`config.mk`:
```
export PLATFORM = sky130hd
export DESIGN_NAME = axi_master_ctrl
export DESIGN_NICKNAME = d
export VERILOG_FILES = /design/src/rtl/axi_master_ctrl_pkg.sv /design/src/rtl/axi_master_ctrl_id_alloc.sv /design/src/rtl/axi_master_ctrl.sv
export SDC_FILE = /design/constraint.sdc
export NUM_CORES = 1
export LEC_CHECK = 0
export ABC_AREA = 1
export CELL_PAD_IN_SITES_DETAIL_PLACEMENT = 0
export CELL_PAD_IN_SITES_GLOBAL_PLACEMENT = 1
export CORE_MARGIN = 3
export CORE_UTILIZATION = 41
export DETAILED_ROUTE_END_ITERATION = 10
export GPL_ROUTABILITY_DRIVEN = 0
export PLACE_DENSITY_LB_ADDON = 0.1
export SLEW_MARGIN = 20
export SYNTH_ARGS = -nofsm -noshare
export SYNTH_HDL_FRONTEND = slang
export SYNTH_SLANG_ARGS = --single-unit
export TNS_END_PERCENT = 30
```
`constraint.sdc`:
```
create_clock -name clk -period 6.8 [get_ports clk]
set_clock_uncertainty 0.05 [all_clocks]
set_input_delay 1.36 -clock clk [delete_from_list [all_inputs] [get_ports clk]]
set_output_delay 1.36 -clock clk [all_outputs]
set_load 0.01 [all_outputs]
```
`src/rtl/axi_master_ctrl_pkg.sv`:
```
// Shared SAXI master types: address/data/ID widths and the lowest-free ID picker.
// Pure declarations, no timing or flow control of its own.
package axi_transaction;

    localparam int ADDR_W = 32;
    localparam int DATA_W = 32;
    localparam int ID_W   = 2;
    localparam int n_ids  = 2 ** ID_W;

    typedef logic [ADDR_W-1:0] addr_t;
    typedef logic [DATA_W-1:0] data_t;
    typedef logic [ID_W-1:0]   id_t;
    typedef logic [n_ids-1:0]  id_mask_t;

    // Scanning downward leaves the lowest clear index as the final winner.
    function automatic id_t lowest_clear(input id_mask_t busy);
        id_t id;
        id = '0;
        for (int i = n_ids - 1; i >= 0; i--) begin
            if (!busy[i]) begin
                id = id_t'(i);
            end
        end
        return id;
    endfunction

endpackage

```
`src/rtl/axi_master_ctrl_id_alloc.sv`:
```
// Read ID pool: busy mask plus the request address parked per ID.
// Alloc/free take effect on the edge; a freed ID is visible as free from the next cycle.
module axi_id_alloc
    import axi_transaction::*;
(
    input  logic  clk,
    input  logic  rst,
    input  logic  alloc,
    input  addr_t alloc_addr,
    output id_t   alloc_id,
    output logic  none_free,
    input  logic  free,
    input  id_t   free_id,
    input  id_t   lookup_id,
    output logic  lookup_busy,
    output addr_t lookup_addr
);

    id_mask_t id_busy;
    addr_t    id_addr [n_ids];

    assign alloc_id    = lowest_clear(id_busy);
    assign none_free   = &id_busy;
    assign lookup_busy = id_busy[lookup_id];
    assign lookup_addr = id_addr[lookup_id];

    // alloc only ever targets a clear bit and free a set one, so they never collide.
    always_ff @(posedge clk or negedge rst) begin
        if (!rst) begin
            id_busy <= '0;
        end else begin
            if (free) begin
                id_busy[free_id] <= 1'b0;
            end
            if (alloc) begin
                id_busy[alloc_id] <= 1'b1;
            end
        end
    end

    always_ff @(posedge clk) begin
        if (alloc) begin
            id_addr[alloc_id] <= alloc_addr;
        end
    end

endmodule

```
`src/rtl/axi_master_ctrl.sv`:
```
// SAXI master: one user request stream to AR/AW/W, out-of-order reads by ID, in-order B counting.
// Channel valids one cycle after accept; req_ready drops when the target channel or ID/write budget is full.
module axi_master_ctrl
    import axi_transaction::*;
#(
    parameter int MAX_WR_OUT = 4,
    parameter int CNT_W      = 4
) (
    input  logic  clk,
    input  logic  rst,
    input  logic  req_valid,
    output logic  req_ready,
    input  logic  req_write,
    input  addr_t req_addr,
    input  data_t req_wdata,
    output logic  rd_rsp_valid,
    input  logic  rd_rsp_ready,
    output id_t   rd_rsp_id,
    output addr_t rd_rsp_addr,
    output data_t rd_rsp_data,
    output logic  wr_done,
    output logic  protocol_err,
    output addr_t araddr,
    output id_t   arid,
    output logic  arvalid,
    input  logic  arready,
    output addr_t awaddr,
    output logic  awvalid,
    input  logic  awready,
    output data_t wdata,
    output logic  wvalid,
    input  logic  wready,
    input  data_t rdata,
    input  id_t   rid,
    input  logic  rvalid,
    output logic  rready,
    input  logic  bvalid,
    output logic  bready
);

    localparam logic [CNT_W-1:0] WR_LIMIT = CNT_W'(MAX_WR_OUT);

    logic [CNT_W-1:0] wr_cnt;
    logic             rd_slot_ok;
    logic             wr_slot_ok;
    logic             rd_accept;
    logic             wr_accept;
    logic             r_hs;
    logic             b_hs;
    logic             b_dec;
    logic             r_err;
    logic             b_err;
    id_t              alloc_id;
    logic             none_free;
    logic             id_known;
    addr_t            id_addr_lkp;

    // A slot frees up in the same cycle its current holder handshakes.
    assign rd_slot_ok = (!arvalid || arready) && !none_free;
    assign wr_slot_ok = (!awvalid || awready) && (!wvalid || wready) && (wr_cnt < WR_LIMIT);
    assign req_ready  = req_write ? wr_slot_ok : rd_slot_ok;
    assign rd_accept  = req_valid && !req_write && rd_slot_ok;
    assign wr_accept  = req_valid && req_write && wr_slot_ok;

    assign rready = !rd_rsp_valid || rd_rsp_ready;
    assign r_hs   = rvalid && rready;
    assign b_hs   = bvalid && bready;
    assign b_dec  = b_hs && (wr_cnt != '0);
    assign r_err  = r_hs && !id_known;
    assign b_err  = b_hs && (wr_cnt == '0);

    axi_id_alloc u_id_alloc (
        .clk         (clk),
        .rst         (rst),
        .alloc       (rd_accept),
        .alloc_addr  (req_addr),
        .alloc_id    (alloc_id),
        .none_free   (none_free),
        .free        (r_hs && id_known),
        .free_id     (rid),
        .lookup_id   (rid),
        .lookup_busy (id_known),
        .lookup_addr (id_addr_lkp)
    );

    always_ff @(posedge clk or negedge rst) begin
        if (!rst) begin
            arvalid <= 1'b0;
            araddr  <= '0;
            arid    <= '0;
        end else if (rd_accept) begin
            arvalid <= 1'b1;
            araddr  <= req_addr;
            arid    <= alloc_id;
        end else if (arready) begin
            arvalid <= 1'b0;
        end
    end

    // AW and W rise together but each retires on its own handshake.
    always_ff @(posedge clk or negedge rst) begin
        if (!rst) begin
            awvalid <= 1'b0;
            awaddr  <= '0;
            wvalid  <= 1'b0;
            wdata   <= '0;
        end else if (wr_accept) begin
            awvalid <= 1'b1;
            awaddr  <= req_addr;
            wvalid  <= 1'b1;
            wdata   <= req_wdata;
        end else begin
            if (awready) begin
                awvalid <= 1'b0;
            end
            if (wready) begin
                wvalid <= 1'b0;
            end
        end
    end

    // Responses for IDs we never issued are swallowed and only flagged.
    always_ff @(posedge clk or negedge rst) begin
        if (!rst) begin
            rd_rsp_valid <= 1'b0;
            rd_rsp_id    <= '0;
            rd_rsp_addr  <= '0;
            rd_rsp_data  <= '0;
        end else if (r_hs && id_known) begin
            rd_rsp_valid <= 1'b1;
            rd_rsp_id    <= rid;
            rd_rsp_addr  <= id_addr_lkp;
            rd_rsp_data  <= rdata;
        end else if (rd_rsp_ready) begin
            rd_rsp_valid <= 1'b0;
        end
    end

    always_ff @(posedge clk or negedge rst) begin
        if (!rst) begin
            wr_cnt       <= '0;
            wr_done      <= 1'b0;
            protocol_err <= 1'b0;
            bready       <= 1'b0;
        end else begin
            bready  <= 1'b1;
            wr_done <= b_dec;
            if (wr_accept && !b_dec) begin
                wr_cnt <= wr_cnt + 1'b1;
            end else if (!wr_accept && b_dec) begin
                wr_cnt <= wr_cnt - 1'b1;
            end
            if (r_err || b_err) begin
                protocol_err <= 1'b1;
            end
        end
    end

endmodule

```
==> flow_summary.ini <==
[synthesis]
muxShareOfSynthArea_pct = 0
synth-simple-area-share_pct = 26.33
syn_inst = 1198
synthTopCellsByArea = dfrtp_1 (37%), edfxtp_1 (32%), nand2_1 (19%)
syn_nets = 1310
yosysUniqueCellTypes = 27
synth-main-ff-cell = dfrtp_1
synth_seq_cells = 307
synth_top_family_by_area = simple AND/OR/NAND/NOR gates
synthXorXnorAreaFrac_pct = 0.2181
synthArstFlopShare_pct = 58.31
synth_edf_count = 128
synthAdderAreaFrac_pct = 0.4777
netlist.area_leader.share_pct = 37.18
ys_seq_area_share_pct = 69.08
syn_avg_cell_area_um2 = 10.06
yosys_warnings = 0
synth_top_area_cell = dfrtp_1
netlist_area_um2 = 12050
synth_compound_area_share_pct = 0.4361

[setup_path]
crit_required_ns = 5.39
reg2reg_to = wr_cnt[3]
regToRegStartpoint = wr_cnt[3]
critPathKind = in2out
regToRegSetupSlack_ns = 3.63
critical_path_peak_fanout = 2
endpoint_kind = output pin
r2r.worst_path.cells = 14
arrival_ns = 2.96
critPathLaunchType = input port

[clock_network]
clk_latency_ns = 0.50
cts_tree = done
hold_buffers = 0
post_cts_resized = 0
cts-root-buf = clkbuf_16
htreeDepth = 2
cts-buffers-inserted = 35
cts.sinks = 307
clockBufferDepth = 3
postCtsSetupRepairBufs = 0
clk_pin_slew_ns = 0.06

[drt]
drc = 0
drt_iter0_markers = 521
vias_per_cell = 4.882
vias = 9163
drt-total-wl_um = 32710
wl_per_cell_um = 17.43
drt-pass1-iter-count = 4
postRouteAntennaNets = 0

[timing]
timing.fmax_ghz = 0.2291
finalHoldViolations = 0
period_share_pct = 64.20
setup_tns_ns = 0
tightest_slew_ns = 1.001
slew_headroom_pct = 33.22
slew_violations = 0
holdWs_ns = 0.4190
rsz0062_at_grt = false
min_period_ns = 4.365
setup_viol = 0

[place]
dp_hpwl_um = 20940
placed_area_um2 = 15160
portBuffers = 280

[grt]
grt_pass1_vias = 9103
overflow = 0
grt_pass1_wl_um = 51650
antenna_found_initial = 0
grt_max_degree = 71
grt_use_total_pct = 20.84

[power_and_ir_drop]
swShare_pct = 31.04
p_per_area_nw_per_um2 = 416.3
clock_power_share_pct = 26.6
power_frac_seq_pct = 41.3
internal-power_uw = 4666
power_uw = 6767
combPwrFrac_pct = 32.1
p_switching_uw = 2101
leakagePower_uw = 0.007399
ir_drop_mv = 0.2103

[finish]
syn2layout_area_growth_pct = 34.90
nNetsFinal = 1579
antennaDiodeCount = 0
drive_gt1_share_pct = 4.956
fin_area_um2 = 16250

[min_path]
hold_class = reg2reg
whs_path_depth = 2
holdCritStartpoint = araddr[18]
worstHoldEndpoint = araddr[18]

[floorplan]
io_pins = 281
initial_utilization_pct = 41.75
core_um2 = 28860
fp.dieW_um = 177.4
die_h_um = 177.4
design.die.area_um2 = 31480
fp-row-count = 62

[flow_run]
maxCapViolations = 0

[outcome]
status = finished, final reports clean
[how the worst max path moves through the flow]
stage / from / endpoint / depth (start not counted)
after global placement: rid[0] / rd_rsp_id[0] / 11
final: awready / req_ready / 7
after detailed placement: rid[0] / rd_rsp_id[1] / 11
after CTS: awready / req_ready / 7
after floorplan: awready / req_ready / 6
after global routing: awready / req_ready / 7
[worst max-delay path, cell delays in order]
cell	delay, ns
clkdlybuf4s50_1	0.46
inv_1	0.04
nand2_1	0.07
nand3_1	0.20
nor2_4	0.14
o21bai_1	0.12
clkdlybuf4s50_1	0.57
[power groups by stage]
| stage | Sequential, µW | Combinational [µW] | Clock [µW] |
|---|---|---|---|
| detailed placement | 2820 | 2200 | 0 |
| finish | 2800 | 2170 | 1800 |
| global placement | 2820 | 2180 | 0 |
| CTS | 2800 | 2210 | 1840 |
| global route | 2870 | 2410 | 1920 |
| floorplan | 3000 | 737 | 0 |
[stage by stage]
| stage | utilization [%] | worst slack [ns] | cells |
|---|---|---|---|
| after global placement | 52.54 | 2.396 | 1814 |
| final | 56.33 | 2.435 | 1877 |
| after floorplan | - | 3.430 | 1198 |
| after CTS | 56.33 | 2.407 | 1877 |
| after global routing | 56.33 | 2.306 | 1877 |
| after detailed placement | 52.54 | 2.359 | 1814 |
[cells by family after synthesis]
| family | after synthesis |
|---|---|
| other | 1 |
| XOR/XNOR | 3 |
| flip-flops | 307 |
| AO/OA/AOI/OAI | 8 |
| AND/OR/NAND/NOR | 785 |
| buffers and inverters | 90 |
| adder cells (fa/ha/maj) | 4 |
[cell usage in the layout (no fill, tap or decap), types with 3 or more instances in the layout]
| master | netlist | final |
|---|---|---|
| clkbuf_1 | 28 | 14 |
| ha_1 | 3 | 3 |
| nand2_2 | 2 | 3 |
| clkbuf_16 | 0 | 37 |
| nand2_1 | 602 | 601 |
| clkinv_2 | 0 | 5 |
| buf_4 | 2 | 17 |
| nand3_1 | 169 | 169 |
| nor2_1 | 8 | 7 |
| edfxtp_1 | 128 | 128 |
| clkinv_1 | 0 | 5 |
| inv_1 | 23 | 22 |
| dfrtp_1 | 179 | 179 |
| clkdlybuf4s50_1 | 0 | 278 |
[cell type report]
| cell class | instances | area (µm²) |
|---|---|---|
| multi-input cells | 801 | 3336 |
| well taps | 384 | 480.5 |
| clock inverters | 11 | 100.1 |
| repair buffers | 297 | 2929 |
| flip-flops and latches | 307 | 8323 |
| fillers | 2595 | 12600 |
| clock buffers | 52 | 992.2 |
| inverters | 25 | 93.84 |
[Yosys cell counts (2+ instances only)]
cell type,number
buf_4,2
inv_1,23
nand3_1,169
buf_6,4
clkbuf_1,28
nand2_2,2
nor2_1,8
buf_2,30
dfrtp_1,179
nand2_1,602
xnor2_1,2
o21ai_1,2
edfxtp_1,128
inv_2,2
o21ai_0,2
nor2_2,2
ha_1,3
[flip-flops by register name (all words and copies together) (netlist names)]
name	flops
rd_rsp_id	2
wvalid	1
bready	1
wdata	32
wr_cnt	4
araddr	32
u_id_alloc.id_addr	128
rd_rsp_addr	32
arid	2
awaddr	32
rd_rsp_data	32
awvalid	1
rd_rsp_valid	1
arvalid	1
u_id_alloc.id_busy	4
wr_done	1
protocol_err	1
[layer usage]
metal  vias to the layer above  track usage, %  wire length [µm]
met3                        39           7.231              2990
met1                      4434           29.26             14790
met4                         0           4.058               483
met5                         -               0                 0
li1                       4410               -                 -
met2                       280           31.77             14450
No activity file was read; power rests on OpenSTA's default activity.
